$ cat config.mk
export PLATFORM = sky130hd
export DESIGN_NAME = pb_uart_sequencer
export DESIGN_NICKNAME = d
export VERILOG_FILES = /design/src/rtl/pb_uart_sequencer.sv
export SDC_FILE = /design/constraint.sdc
export NUM_CORES = 1
export LEC_CHECK = 0
export ABC_AREA = 1
export CAP_MARGIN = 25
export CORE_ASPECT_RATIO = 1.4
export CORE_MARGIN = 8
export CORE_UTILIZATION = 43
export DETAILED_ROUTE_END_ITERATION = 6
export MAX_ROUTING_LAYER = met4
export PLACE_DENSITY = 0.76
export SLEW_MARGIN = 20
export SYNTH_ARGS = -nofsm -noshare
export SYNTH_HDL_FRONTEND = slang
export SYNTH_SLANG_ARGS = --single-unit
$ cat constraint.sdc
create_clock -name clk -period 1.7 [get_ports clk]
set_input_delay 0.34 -clock clk [delete_from_list [all_inputs] [get_ports clk]]
set_output_delay 0.34 -clock clk [all_outputs]
set_load 0.02 [all_outputs]
$ cat src/rtl/pb_uart_sequencer.sv
// ----------------------------------------------------------------------------
// pb_uart_sequencer
//
// Bus master for the port-mapped UART register block (pb_uart_regs). It
// replaces a PicoBlaze: after reset it programs the clock divider and the
// control register, then serves a TX byte stream (valid/ready) and delivers
// RX bytes when the register block raises its interrupt. RX has strict
// priority when the bus is idle, but a TX that has started status polling
// always finishes first.
//
// Bus outputs are registered. They are loaded from the next FSM state, so
// whatever the bus shows in a cycle belongs to the state held in that cycle.
// The one exception is the first cycle after reset, when the bus is still
// parked while the FSM is already in StInitDivL.
//
// Optional feature: define PB_UART_SEQ_TIMEOUT_EN to bound the tx_full poll
// loop at TIMEOUT_POLLS results. A timed-out byte is consumed (tx_ready
// pulses) without being written, and o_tx_error sets until reset.
//
// Ports:
//   clk              clock
//   reset            asynchronous active-low reset
//   o_port_id        register address to the UART register block
//   o_write_data     data to register block data_in
//   i_read_data      register block data_out (one cycle after the address)
//   o_read_strobe    read qualifier
//   o_write_strobe   write qualifier
//   i_uart_interrupt rx_data_present from the register block
//   o_init_done      high once the init writes are complete
//   i_tx_valid       client TX byte valid
//   i_tx_data        client TX byte
//   o_tx_ready       one-cycle pulse: TX byte accepted
//   o_rx_valid       one-cycle pulse: o_rx_data valid
//   o_rx_data        received byte, held until the next o_rx_valid
//   o_tx_error       sticky poll timeout flag (0 without the optional feature)
// ----------------------------------------------------------------------------
module pb_uart_sequencer #(
    parameter logic [7:0]  BASE_ADDRESS  = 8'h00,
    parameter logic [15:0] CLOCK_DIVIDE  = 16'd27,
    parameter logic [7:0]  CONTROL_INIT  = 8'h01,
    parameter logic [7:0]  PARK_OFFSET   = 8'h07,
    parameter logic [7:0]  TIMEOUT_POLLS = 8'd255
) (
    input  logic       clk,
    input  logic       reset,
    output logic [7:0] o_port_id,
    output logic [7:0] o_write_data,
    input  logic [7:0] i_read_data,
    output logic       o_read_strobe,
    output logic       o_write_strobe,
    input  logic       i_uart_interrupt,
    output logic       o_init_done,
    input  logic       i_tx_valid,
    input  logic [7:0] i_tx_data,
    output logic       o_tx_ready,
    output logic       o_rx_valid,
    output logic [7:0] o_rx_data,
    output logic       o_tx_error
);

    localparam logic [7:0] ADDR_DATA = BASE_ADDRESS;
    localparam logic [7:0] ADDR_CTRL = BASE_ADDRESS + 8'd1;
    localparam logic [7:0] ADDR_STAT = BASE_ADDRESS + 8'd2;
    localparam logic [7:0] ADDR_DIVL = BASE_ADDRESS + 8'd5;
    localparam logic [7:0] ADDR_DIVH = BASE_ADDRESS + 8'd6;
    localparam logic [7:0] ADDR_PARK = BASE_ADDRESS + PARK_OFFSET;

    typedef enum logic [3:0] {
        StInitDivL,
        StInitDivH,
        StInitCtrl,
        StIdle,
        StTxStatA,
        StTxStatS,
        StTxWr,
        StRxStatA,
        StRxStatS,
        StRxDataA,
        StRxDataS
    } state_t;

    state_t     r_state;
    state_t     w_state_d;
    logic       w_timeout;

    logic [7:0] r_port_id;
    logic [7:0] r_write_data;
    logic       r_read_strobe;
    logic       r_write_strobe;
    logic       r_init_done;
    logic       r_tx_ready;
    logic       r_rx_valid;
    logic [7:0] r_rx_data;

    logic [7:0] w_port_id;
    logic [7:0] w_write_data;
    logic       w_read_strobe;
    logic       w_write_strobe;

`ifdef PB_UART_SEQ_TIMEOUT_EN
    logic [7:0] r_poll_cnt;
    logic [7:0] w_poll_cnt_d;
    logic       r_tx_error;
`endif

    // ------------------------------------------------------------------------
    // FSM state register
    // ------------------------------------------------------------------------
    always_ff @(posedge clk or negedge reset) begin
        if (!reset) begin
            r_state <= StInitDivL;
        end else begin
            r_state <= w_state_d;
        end
    end

    // ------------------------------------------------------------------------
    // Next-state logic
    // ------------------------------------------------------------------------
    always_comb begin
        w_state_d = r_state;
        w_timeout = 1'b0;
`ifdef PB_UART_SEQ_TIMEOUT_EN
        w_poll_cnt_d = r_poll_cnt;
`endif
        case (r_state)
            // The bus is still parked in the first cycle after reset; hold
            // here until the divider-low write is actually on the bus.
            StInitDivL: if (r_write_strobe) w_state_d = StInitDivH;
            StInitDivH: w_state_d = StInitCtrl;
            StInitCtrl: w_state_d = StIdle;
            StIdle: begin
                if (i_uart_interrupt) begin
                    w_state_d = StRxStatA;
                end else if (i_tx_valid) begin
                    w_state_d = StTxStatA;
`ifdef PB_UART_SEQ_TIMEOUT_EN
                    w_poll_cnt_d = 8'd0;
`endif
                end
            end
            StTxStatA: w_state_d = StTxStatS;
            StTxStatS: begin
                if (i_read_data[5]) begin
`ifdef PB_UART_SEQ_TIMEOUT_EN
                    w_poll_cnt_d = r_poll_cnt + 8'd1;
                    // Widened compare so a limit of 0 or 255 cannot wrap.
                    if ({1'b0, r_poll_cnt} + 9'd1 >= {1'b0, TIMEOUT_POLLS}) begin
                        w_state_d = StIdle;
                        w_timeout = 1'b1;
                    end else begin
                        w_state_d = StTxStatA;
                    end
`else
                    w_state_d = StTxStatA;
`endif
                end else begin
                    w_state_d = StTxWr;
                end
            end
            StTxWr:    w_state_d = StIdle;
            StRxStatA: w_state_d = StRxStatS;
            StRxStatS: w_state_d = i_read_data[0] ? StRxDataA : StIdle;
            StRxDataA: w_state_d = StRxDataS;
            StRxDataS: w_state_d = StIdle;
            default:   w_state_d = StInitDivL;
        endcase
    end

    // ------------------------------------------------------------------------
    // Bus action of the state being entered. Read sample cycles and idle park
    // the port, so the data address is never held for two cycles in a row.
    // ------------------------------------------------------------------------
    always_comb begin
        w_port_id      = ADDR_PARK;
        w_write_data   = r_write_data;
        w_read_strobe  = 1'b0;
        w_write_strobe = 1'b0;
        case (w_state_d)
            StInitDivL: begin
                w_port_id      = ADDR_DIVL;
                w_write_data   = CLOCK_DIVIDE[7:0];
                w_write_strobe = 1'b1;
            end
            StInitDivH: begin
                w_port_id      = ADDR_DIVH;
                w_write_data   = CLOCK_DIVIDE[15:8];
                w_write_strobe = 1'b1;
            end
            StInitCtrl: begin
                w_port_id      = ADDR_CTRL;
                w_write_data   = CONTROL_INIT;
                w_write_strobe = 1'b1;
            end
            StTxStatA, StRxStatA: begin
                w_port_id     = ADDR_STAT;
                w_read_strobe = 1'b1;
            end
            StRxDataA: begin
                w_port_id     = ADDR_DATA;
                w_read_strobe = 1'b1;
            end
            StTxWr: begin
                w_port_id      = ADDR_DATA;
                w_write_data   = i_tx_data;
                w_write_strobe = 1'b1;
            end
            default: ;
        endcase
    end

    // ------------------------------------------------------------------------
    // Registered outputs
    // ------------------------------------------------------------------------
    always_ff @(posedge clk or negedge reset) begin
        if (!reset) begin
            r_port_id      <= ADDR_PARK;
            r_write_data   <= 8'h00;
            r_read_strobe  <= 1'b0;
            r_write_strobe <= 1'b0;
            r_init_done    <= 1'b0;
            r_tx_ready     <= 1'b0;
            r_rx_valid     <= 1'b0;
            r_rx_data      <= 8'h00;
        end else begin
            r_port_id      <= w_port_id;
            r_write_data   <= w_write_data;
            r_read_strobe  <= w_read_strobe;
            r_write_strobe <= w_write_strobe;
            r_tx_ready     <= (w_state_d == StTxWr) || w_timeout;
            r_rx_valid     <= (r_state == StRxDataS);
            if (r_state == StRxDataS) begin
                r_rx_data <= i_read_data;
            end
            // First entry into idle marks the end of init; sticky until reset.
            if (w_state_d == StIdle) begin
                r_init_done <= 1'b1;
            end
        end
    end

`ifdef PB_UART_SEQ_TIMEOUT_EN
    always_ff @(posedge clk or negedge reset) begin
        if (!reset) begin
            r_poll_cnt <= 8'd0;
            r_tx_error <= 1'b0;
        end else begin
            r_poll_cnt <= w_poll_cnt_d;
            if (w_timeout) begin
                r_tx_error <= 1'b1;
            end
        end
    end

    assign o_tx_error = r_tx_error;
`else
    // Polling is unbounded; the limit only matters with the timeout enabled.
    logic w_unused_timeout_polls;
    assign w_unused_timeout_polls = ^TIMEOUT_POLLS;
    assign o_tx_error = 1'b0;
`endif

    assign o_port_id      = r_port_id;
    assign o_write_data   = r_write_data;
    assign o_read_strobe  = r_read_strobe;
    assign o_write_strobe = r_write_strobe;
    assign o_init_done    = r_init_done;
    assign o_tx_ready     = r_tx_ready;
    assign o_rx_valid     = r_rx_valid;
    assign o_rx_data      = r_rx_data;

endmodule

==> results of run 1 <==
==> state kept, by name (all words and copies together), names as in the netlist <==
name            count
o_init_done         1
o_port_id           3
o_read_strobe       1
o_rx_data           8
o_rx_valid          1
o_tx_ready          1
o_write_data        8
o_write_strobe      1
r_state             4
==> cells by family (layout without fill, tap and decap cells) <==
| group | after synthesis | count (layout) |
|---|---|---|
| and+or+nand+nor | 92 | 92 |
| DFF | 28 | 28 |
| buffers and inverters | 24 | 68 |
| AOI/OAI and AO/OA | 12 | 12 |
| other | 1 | 6 |
| xor gates and xnor gates | 1 | 1 |
==> stage by stage <==
stage          total power, W  cell area (µm²)  instances
6_report              0.00331             1820        244
5_1_grt               0.00359             1820        244
4_1_cts               0.00332             1810        244
3_5_place_dp          0.00292             1760        240
3_3_place_gp          0.00286             1760        240
2_1_floorplan         0.00221             1310        163
==> repair_timing <==
action,in CTS,in global routing
endpoints found under the hold margin,0,0
setup buffers,0,0
pin swaps,0,0
endpoints found under the setup margin,3,2
gates resized for setup,3,3
cloned,0,0
==> power breakdown <==
| group | switching, W | leakage [nW] | total [W] | internal, W |
|---|---|---|---|---|
| clock network | 0.000209 | 0.0288 | 0.000417 | 0.000208 |
| registers | 0.000166 | 0.334 | 0.00112 | 0.000953 |
| logic | 0.00107 | 0.535 | 0.00177 | 0.000695 |
==> area by class of cell <==
| cell class | instances | area (µm²) | share of cell area [%] |
|---|---|---|---|
| inverter | 18 | 67.6 | 3.72 |
| tap | 37 | 46.3 | 2.55 |
| clock buffer | 4 | 55.1 | 3.03 |
| sequential | 28 | 704 | 38.8 |
| timing repair buffer | 46 | 449 | 24.7 |
| multi-input combinational | 111 | 494 | 27.2 |
==> layer usage <==
metal | wire length [µm] | share of wire, %
met1 | 1270 | 39
met2 | 1690 | 51
met3 | 259 | 7.8
met4 | 80 | 2.4
met5 | 0 | 0
==> cells in the mapped netlist, drive strengths merged <==
library cell	count	share of area (%)
xnor2	1	0.68
nand3	11	5.1
a21oi	4	1.6
a31o	1	0.68
buf	6	3.5
o211ai	1	0.58
o21a	1	0.58
o22ai	1	0.97
dfrtp	25	49
dfstp	3	6.1
o21ai	3	1.2
a22oi	1	0.58
inv	16	4.7
clkinv	2	0.58
conb	1	0.29
nor2	16	5.2
nand2	65	19
==> worst max path at each step <==
stage / from / to / slack [ns] / cells after the start
final: o_write_data[2] / o_write_data[2] / 0.1 / 1
after global routing: r_state[1] / o_write_data[5] / 0.02 / 10
after CTS: o_write_data[2] / o_write_data[2] / 0.09 / 1
after detailed placement: i_uart_interrupt / o_port_id[2] / 0.06 / 11
after global placement: i_uart_interrupt / o_port_id[0] / 0.12 / 8
after floorplan: r_state[2] / o_port_id[2] / 0.40 / 8
==> results.rst, run 1 <==
.. list-table::
   :header-rows: 1

   * - Metric
     - Value
   * - Critical path start-end classification
     - register to output port
   * - Netlist area before placement
     - 1290 µm²
   * - Min Tclk post-route
     - 1.60 ns
   * - Critical Path RT
     - 1.36 ns
   * - Floorplan die area
     - 5030 µm²
   * - H-tree levels
     - 1
   * - Starting utilization of the core area
     - 45.2%
   * - Wire length of the first global-routing pass
     - 5620 µm
   * - Remaining global-route overflow
     - 0
   * - IR Drop Worst-Case VDD
     - 0.964 mV
   * - Clock Pin Slew Worst Setup and Hold Paths
     - 0.10 ns
   * - Clock Tree Root
     - sky130_fd_sc_hd__clkbuf_8
   * - Portion of the post-synthesis area used by sequential elements
     - 54.7%
   * - Total of max-cap violations
     - 0
   * - Synthesis-stage register bit count
     - 28
   * - Number of rows created at floorplan
     - 23
   * - Avg Synthesized Cell Area
     - 8.15 µm²
   * - Final hold slack
     - 0.434 ns
   * - Filler cell count in the final layout
     - 235
   * - Worst Path Max Fanout
     - 2
   * - YS warnings
     - 0
   * - Most Used Layer, Global Route
     - met2
   * - Result of the run
     - finished, final reports clean
   * - Cell-by-cell trace of the critical path
     - clkdlybuf4s50_1
   * - Remaining antenna violation count
     - 0
   * - Core outline area
     - 2850 µm²
   * - DRT Wirelength
     - 3300 µm
   * - Synth Area in XOR/XNOR
     - 0.680%
   * - RePlAce Congestion
     - 0.912
   * - Number of buffers created by CTS
     - 3
   * - Nature of the critical path startpoint
     - register
   * - Vias in the first global route
     - 1,234
   * - Layout Utilization
     - 63.8%
   * - Number of instances in the synthesized netlist
     - 158
   * - Post-synthesis compound-gate area fraction
     - 6.12%
   * - Fraction of synthesized area in multiplexers
     - 0%
   * - Via density per instance
     - 4.77
   * - First-pass DRT Iterations
     - 4
   * - Fin crit share
     - 94.3%
   * - Antenna violations before repair
     - 0
   * - Arrival time worst endpoint
     - 1.26 ns
   * - Antenna diode count
     - 0
   * - Setup repair after global routing missed its margin
     - false
   * - Synthesized-area fraction occupied by adder cells
     - 0%
   * - Final hold violation count
     - 0
   * - Worst-case setup slack after placement
     - 0.0580 ns
   * - Fraction of final layout cells with drive strength greater than 1
     - 11.1%
   * - Cell Pwr Density
     - 1820 nW/µm²
   * - Layout Area Growth over Synthesis
     - 41.1%
   * - Reg2Reg Setup Slack
     - 0.11 ns
   * - Setup TNS after final layout
     - 0 ns
   * - Fraction of met2 tracks used by global routing
     - 24.5%
   * - Via count
     - 1,164
   * - Met1 Resource Use GR
     - 14.2%
   * - Cell with the largest stage delay on the worst path
     - sky130_fd_sc_hd__clkdlybuf4s50_1
   * - Post-CTS Hold Buffers
     - 0
   * - Final count of pins violating max slew
     - 0
   * - FMAX
     - 624 MHz
   * - Longest Clk Path Bufs
     - 2
   * - Combined buffer and inverter count along the critical path
     - 1
   * - Number of DRC markers after the initial detailed-route iteration
     - 54
   * - HP Class
     - input pin to asynchronous set/reset pin
   * - Clock tree from TritonCTS
     - yes
   * - Die Height
     - 80.7 µm
   * - Clock Skew
     - 0.00669 ns
   * - Final layout net count
     - 228
   * - Routed WL per cell
     - 13.5 µm
   * - Port Buffer Count
     - 43
   * - Leakage power summed over all cells
     - 0.898 nW
   * - Most frequent standard cell in the layout excluding fill and tap cells
     - sky130_fd_sc_hd__nand2_1
   * - Top Ports
     - 50
   * - Detailed Place HPWL
     - 2590 µm
   * - Worst flop-to-flop path endpoint
     - o_write_data[5]
   * - Setup Viol. Count Final
     - 0
   * - Delay of the slowest cell on the worst path
     - 0.62 ns
   * - Horizontal die dimension
     - 62.2 µm
   * - Cell family with most CP delay
     - buffers and inverters
   * - Area fraction in and, or, nand and nor cells after synthesis
     - 29.4%
   * - Clock Sink Count
     - 28
   * - Worst setup slack after layout
     - 0.0967 ns
   * - Synth cell types
     - 22
   * - Main combinational cell family by area after synthesis
     - simple AND/OR/NAND/NOR gates
   * - Met3 Resource Use GR
     - 4.40%
   * - GRT Overall Usage
     - 13.9%
   * - Critical Path Sink Type
     - output port
   * - Path depth of the worst reg2reg path
     - 10
   * - Remaining design rule violation count
     - 0
   * - Commonest cells after routing, fill and taps aside
     - sky130_fd_sc_hd__nand2_1, sky130_fd_sc_hd__clkdlybuf4s50_1, sky130_fd_sc_hd__dfrtp_1
   * - Reg2Reg Launch Point
     - r_state[1]
   * - Clock latency reported for the late side of the worst-skew pair
     - 0.28 ns
   * - Maximum number of pins on one net before global-route repair
     - 29
Note: power is estimated with default switching activity, not from simulation.
==> run 2: changes to the inputs <==
Settings changed: CORE_MARGIN 8 to default, CTS_CLUSTER_SIZE from default to 20.
==> run 2 against run 1 <==
Net effect: global-route usage increased by 6.2 points; sequential cell count stayed put; count of clock-buffer cells in the layout unchanged; cell area shrank 0.69%; total power down 1.6%; hold slack worse by 0.017 ns; first-iteration DRC count down 52%; routed wire length is 11% lower; non-clock buffer count did not move; critical endpoint is now o_write_strobe; highest routed layer unchanged.
==> results.rst, run 2 (same netlist as run 1, synthesis figures left out) <==
.. list-table::
   :header-rows: 1

   * - Metric
     - Value
   * - Result of the run
     - finished, final reports clean (unchanged)
   * - Worst Path Max Fanout
     - 2 (unchanged)
   * - Longest Clk Path Bufs
     - 2 (unchanged)
   * - Clock Pin Slew Worst Setup and Hold Paths
     - 0.09 ns (was 0.10 ns)
   * - Remaining global-route overflow
     - 0 (unchanged)
   * - Setup Viol. Count Final
     - 0 (unchanged)
   * - Vias in the first global route
     - 1,068 (was 1,234)
   * - Post-CTS Hold Buffers
     - 0 (unchanged)
   * - Setup repair after global routing missed its margin
     - false (unchanged)
   * - FMAX
     - 623 MHz (was 624 MHz)
   * - Worst-case setup slack after placement
     - 0.0814 ns (was 0.0580 ns)
   * - RePlAce Congestion
     - 0.868 (was 0.912)
   * - Final hold violation count
     - 0 (unchanged)
   * - Via density per instance
     - 4.79 (was 4.77)
   * - Number of DRC markers after the initial detailed-route iteration
     - 26 (was 54)
   * - Setup TNS after final layout
     - 0 ns (unchanged)
   * - First-pass DRT Iterations
     - 4 (unchanged)
   * - Cell-by-cell trace of the critical path
     - clkdlybuf4s50_1 (unchanged)
   * - Delay of the slowest cell on the worst path
     - 0.61 ns (was 0.62 ns)
   * - Floorplan die area
     - 3220 µm² (was 5030 µm²)
   * - Final layout net count
     - 228 (unchanged)
   * - Cell with the largest stage delay on the worst path
     - sky130_fd_sc_hd__clkdlybuf4s50_1 (unchanged)
   * - Fraction of final layout cells with drive strength greater than 1
     - 9.66% (was 11.1%)
   * - Clock Sink Count
     - 28 (unchanged)
   * - Number of buffers created by CTS
     - 3 (unchanged)
   * - Total of max-cap violations
     - 0 (unchanged)
   * - Clock Tree Root
     - sky130_fd_sc_hd__clkbuf_8 (unchanged)
   * - GRT Overall Usage
     - 20.1% (was 13.9%)
   * - Cell Pwr Density
     - 1800 nW/µm² (was 1820 nW/µm²)
   * - Arrival time worst endpoint
     - 1.27 ns (was 1.26 ns)
   * - Most frequent standard cell in the layout excluding fill and tap cells
     - sky130_fd_sc_hd__nand2_1 (unchanged)
   * - HP Class
     - input pin to asynchronous set/reset pin (unchanged)
   * - Critical Path RT
     - 1.36 ns (about the same)
   * - IR Drop Worst-Case VDD
     - 0.998 mV (was 0.964 mV)
   * - Cell family with most CP delay
     - buffers and inverters (unchanged)
   * - Layout Area Growth over Synthesis
     - 40.1% (was 41.1%)
   * - Logic depth of the worst setup path including buffers
     - 1 (unchanged)
   * - Min Tclk post-route
     - 1.61 ns (was 1.60 ns)
   * - Detailed Place HPWL
     - 2230 µm (was 2590 µm)
   * - Port Buffer Count
     - 43 (unchanged)
   * - Worst setup slack after layout
     - 0.0940 ns (was 0.0967 ns)
   * - Starting utilization of the core area
     - 45.2% (unchanged)
   * - Wire length of the first global-routing pass
     - 4400 µm (was 5620 µm)
   * - Core outline area
     - 2850 µm² (unchanged)
   * - Path depth of the worst reg2reg path
     - 10 (unchanged)
   * - Clock latency reported for the late side of the worst-skew pair
     - 0.28 ns (about the same)
   * - Critical path start-end classification
     - register to output port (unchanged)
   * - H-tree levels
     - 1 (unchanged)
   * - Horizontal die dimension
     - 48.2 µm (was 62.2 µm)
   * - Remaining design rule violation count
     - 0 (unchanged)
   * - Combined buffer and inverter count along the critical path
     - 1 (unchanged)
   * - Antenna diode count
     - 0 (unchanged)
   * - Maximum number of pins on one net before global-route repair
     - 29 (unchanged)
   * - Die Height
     - 66.7 µm (was 80.7 µm)
   * - Top Ports
     - 50 (unchanged)
   * - Antenna violations before repair
     - 0 (unchanged)
   * - Clock tree from TritonCTS
     - yes (unchanged)
   * - Clock Skew
     - 0.00257 ns (was 0.00669 ns)
   * - Via count
     - 1,169 (was 1,164)
   * - DRT Wirelength
     - 2920 µm (was 3300 µm)
   * - Final count of pins violating max slew
     - 0 (unchanged)
   * - Number of rows created at floorplan
     - 23 (unchanged)
   * - Remaining antenna violation count
     - 0 (unchanged)
   * - Fin crit share
     - 94.5% (was 94.3%)
   * - Nature of the critical path startpoint
     - register (unchanged)
   * - Commonest cells after routing, fill and taps aside
     - sky130_fd_sc_hd__nand2_1, sky130_fd_sc_hd__clkdlybuf4s50_1, sky130_fd_sc_hd__dfrtp_1 (unchanged)
   * - Leakage power summed over all cells
     - 0.892 nW (was 0.898 nW)
   * - Routed WL per cell
     - 12.0 µm (was 13.5 µm)
   * - Critical Path Sink Type
     - output port (unchanged)
==> run 2: cell counts in the layout (fill, tap and decap cells not counted) <==
Identical to the previous run, type by type.
==> run 2: layout make-up <==
class                           instances  area [µm²]
Fill cell                             253        1040
Sequential cell                        28         704
Multi-Input combinational cell        111         492
Timing Repair Buffer                   46         449
Inverter                               18        67.6
Tap cell                               37        46.3
Clock buffer                            4        45.0
==> run 2: layer usage <==
metal | up-vias | routed length [µm] | GRT usage, %
li1 | 577 | - | -
met2 | 48 | 1580 | 35.7
met3 | 4 | 175 | 3.79
met5 | - | 0 | -
met4 | 0 | 40 | 7.29
met1 | 540 | 1120 | 20.8
==> run 2: final timing paths <==
| check | from | to | slack [ns] |
|---|---|---|---|
| worst max-delay path | o_write_strobe | o_write_strobe | 0.09 |
| worst min-delay path | reset | o_rx_data[5] | 0.42 |
| worst max register to register | r_state[3] | o_port_id[2] | 0.17 |
| worst min register to register | o_rx_data[0] | o_rx_data[0] | 0.48 |
| max in group asynchronous | reset | o_port_id[1] | 0.97 |
| min in group clk | o_rx_data[0] | o_rx_data[0] | 0.48 |
==> run 2: where the power goes <==
group | total, W | switching, W | internal, W
Combinational | 0.00176 | 0.00107 | 0.000693
Clock | 0.000375 | 0.000206 | 0.000169
Sequential | 0.00112 | 0.000163 | 0.000953
==> run 2: repair_timing <==
item                                    CTS  global route
endpoints found under the setup margin    3             2
resized for setup                         3             1
setup buffers                             0             0
==> run 2: through the flow <==
stage | total power, W | utilization [%] | instances | area, µm² | hold WS [ns]
2_1_floorplan | 0.00221 | - | 163 | 1310 | 0.0444
3_5_place_dp | 0.00290 | 61.8 | 240 | 1760 | 0.457
5_1_grt | 0.00350 | 63.3 | 244 | 1800 | 0.478
6_report | 0.00325 | 63.3 | 244 | 1800 | 0.417
3_3_place_gp | 0.00284 | 61.8 | 240 | 1760 | 0.453
4_1_cts | 0.00326 | 63.2 | 244 | 1800 | 0.432
==> run 3: changes to the inputs <==
Settings changed: MAX_ROUTING_LAYER met4 to default, PLACE_DENSITY 0.76 to 0.9.
==> run 3 against run 2 <==
Net effect: cell count unchanged; clock skew rose by 0.0029 ns; hold slack better by 0.0085 ns; setup slack better by 0.017 ns; sequential power about the same; maximum frequency grew 1.1%; critical endpoint is now o_write_data[1]; register-to-register slack better by 0.03 ns; global-route usage decreased by 2.6 points.
==> results.rst, run 3 (same netlist as run 1, synthesis figures left out) <==
.. list-table::
   :header-rows: 1

   * - Metric
     - Value
   * - Result of the run
     - finished, final reports clean (unchanged)
   * - Floorplan die area
     - 3220 µm² (unchanged)
   * - Setup Viol. Count Final
     - 0 (unchanged)
   * - IR Drop Worst-Case VDD
     - 1.05 mV (was 0.998 mV)
   * - Antenna violations before repair
     - 0 (unchanged)
   * - Worst-case setup slack after placement
     - 0.0420 ns (was 0.0814 ns)
   * - Post-CTS Hold Buffers
     - 0 (unchanged)
   * - Remaining antenna violation count
     - 0 (unchanged)
   * - Worst Path Max Fanout
     - 2 (unchanged)
   * - Setup TNS after final layout
     - 0 ns (unchanged)
   * - Die Height
     - 66.7 µm (unchanged)
   * - Combinational Power Share
     - 51.8% (was 54.1%)
   * - GRT Overall Usage
     - 17.5% (was 20.1%)
   * - Critical path start-end classification
     - register to output port (unchanged)
   * - Fin crit share
     - 93.5% (was 94.5%)
   * - Worst setup slack after layout
     - 0.111 ns (was 0.0940 ns)
   * - Placed Instances
     - 240 (unchanged)
   * - Final Cell Area
     - 1830 µm² (was 1800 µm²)
   * - Clock tree from TritonCTS
     - yes (unchanged)
   * - Top Ports
     - 50 (unchanged)
   * - Clock Skew
     - 0.00551 ns (was 0.00257 ns)
   * - Remaining global-route overflow
     - 0 (unchanged)
   * - Fraction of final layout cells with drive strength greater than 1
     - 10.1% (was 9.66%)
   * - Port Buffer Count
     - 43 (unchanged)
   * - Reg2Reg Setup Slack
     - 0.20 ns (was 0.17 ns)
   * - Combined buffer and inverter count along the critical path
     - 1 (unchanged)
   * - Cell-by-cell trace of the critical path
     - clkdlybuf4s50_1 (unchanged)
   * - Non-Filler Instances
     - 244 (unchanged)
   * - Clock Pin Slew Worst Setup and Hold Paths
     - 0.09 ns (about the same)
   * - Number of DRC markers after the initial detailed-route iteration
     - 20 (was 26)
   * - Sw frac
     - 41.7% (was 44.2%)
   * - Horizontal die dimension
     - 48.2 µm (unchanged)
   * - Leakage power summed over all cells
     - 0.905 nW (was 0.892 nW)
   * - Setup repair after global routing missed its margin
     - false (unchanged)
   * - Remaining design rule violation count
     - 0 (unchanged)
   * - Cell with the largest stage delay on the worst path
     - sky130_fd_sc_hd__clkdlybuf4s50_1 (unchanged)
   * - Final count of pins violating max slew
     - 0 (unchanged)
   * - Maximum number of pins on one net before global-route repair
     - 29 (unchanged)
   * - Min Tclk post-route
     - 1.59 ns (was 1.61 ns)
   * - Via count
     - 1,131 (was 1,169)
   * - First-pass DRT Iterations
     - 6 (was 4)
   * - Cell Pwr Density
     - 1840 nW/µm² (was 1800 nW/µm²)
   * - Number of buffers created by CTS
     - 3 (unchanged)
   * - Via density per instance
     - 4.64 (was 4.79)
   * - Critical Path Sink Type
     - output port (unchanged)
   * - Clock Sink Count
     - 28 (unchanged)
   * - Critical Path RT
     - 1.36 ns (about the same)
   * - Vias in the first global route
     - 956 (was 1,068)
   * - Cell family with most CP delay
     - buffers and inverters (unchanged)
   * - Reg power frac
     - 33.0% (was 34.3%)
   * - HP Class
     - input pin to asynchronous set/reset pin (unchanged)
   * - Relative contribution of the clock network to total power
     - 15.2% (was 11.5%)
   * - Arrival time worst endpoint
     - 1.25 ns (was 1.27 ns)
   * - Delay of the slowest cell on the worst path
     - 0.61 ns (about the same)
   * - Commonest cells after routing, fill and taps aside
     - sky130_fd_sc_hd__nand2_1, sky130_fd_sc_hd__clkdlybuf4s50_1, sky130_fd_sc_hd__dfrtp_1 (unchanged)
   * - Final hold violation count
     - 0 (unchanged)
   * - DRT Wirelength
     - 2540 µm (was 2920 µm)
   * - Number of rows created at floorplan
     - 23 (unchanged)
   * - Clock latency reported for the late side of the worst-skew pair
     - 0.27 ns (was 0.28 ns)
   * - Most frequent standard cell in the layout excluding fill and tap cells
     - sky130_fd_sc_hd__nand2_1 (unchanged)
   * - Clock Tree Root
     - sky130_fd_sc_hd__clkbuf_8 (unchanged)
   * - H-tree levels
     - 1 (unchanged)
   * - Total of max-cap violations
     - 0 (unchanged)
   * - RePlAce Congestion
     - 0.885 (was 0.868)
   * - Core outline area
     - 2850 µm² (unchanged)
   * - Antenna diode count
     - 0 (unchanged)
   * - FMAX
     - 629 MHz (was 623 MHz)
   * - Longest Clk Path Bufs
     - 2 (unchanged)
   * - Final layout net count
     - 228 (unchanged)
   * - P_int
     - 0.00196 W (was 0.00182 W)
   * - Routed WL per cell
     - 10.4 µm (was 12.0 µm)
   * - Detailed Place HPWL
     - 1970 µm (was 2230 µm)
   * - Starting utilization of the core area
     - 45.2% (unchanged)
   * - Placed Area
     - 1760 µm² (unchanged)
   * - Nature of the critical path startpoint
     - register (unchanged)
   * - Layout Area Growth over Synthesis
     - 42.2% (was 40.1%)
   * - Sw power
     - 0.00140 W (was 0.00144 W)
   * - Wire length of the first global-routing pass
     - 3970 µm (was 4400 µm)
-- run 3: worst paths after layout --
path                       cells past startpoint       startpoint              end
max                                            1  o_write_data[1]  o_write_data[1]
min                                            2            reset       r_state[0]
max reg2reg                                   10       r_state[3]     o_port_id[2]
min reg2reg                                    2  o_write_data[5]  o_write_data[5]
max in group asynchronous                      2            reset     o_port_id[1]
min in group clk                               2  o_write_data[5]  o_write_data[5]
-- run 3: metal layers --
metal | global-route usage (%) | vias up | share of wire [%]
li1 | - | 577 | -
met1 | 19.5 | 514 | 40
met2 | 30.3 | 38 | 55
met3 | 2.98 | 2 | 4.2
met4 | 8.33 | 0 | 0.63
met5 | 0 | - | 0
-- run 3: cell type report --
type	instances	area, µm²
tap	37	46.3
sequential	28	704
fill	232	1020
clock buffer	3	41.3
multi-input combinational	111	492
clock inverter	1	30.0
timing repair buffer	46	449
inverter	18	67.6
-- run 3: timing repair --
action | in CTS | in global routing
setup buffers | 0 | 0
gates resized for setup | 3 | 1
endpoints found under the setup margin | 3 | 2
gates cloned | 0 | 0
-- run 3: per-stage QoR --
step | power, W | hold slack (ns) | utilization [%]
floorplan | 0.00221 | 0.0444 | -
global placement | 0.00283 | 0.453 | 61.8
detailed placement | 0.00288 | 0.458 | 61.8
CTS | 0.00339 | 0.439 | 64.2
global route | 0.00364 | 0.459 | 64.3
finish | 0.00337 | 0.425 | 64.3
-- run 3: power by group through the flow --
| stage | clock network [W] | logic [W] | registers (W) |
|---|---|---|---|
| floorplan | 0 | 0.000837 | 0.00137 |
| global placement | 0 | 0.00171 | 0.00112 |
| detailed placement | 0 | 0.00176 | 0.00112 |
| CTS | 0.000525 | 0.00175 | 0.00111 |
| global route | 0.000555 | 0.00193 | 0.00115 |
| finish | 0.000510 | 0.00174 | 0.00111 |
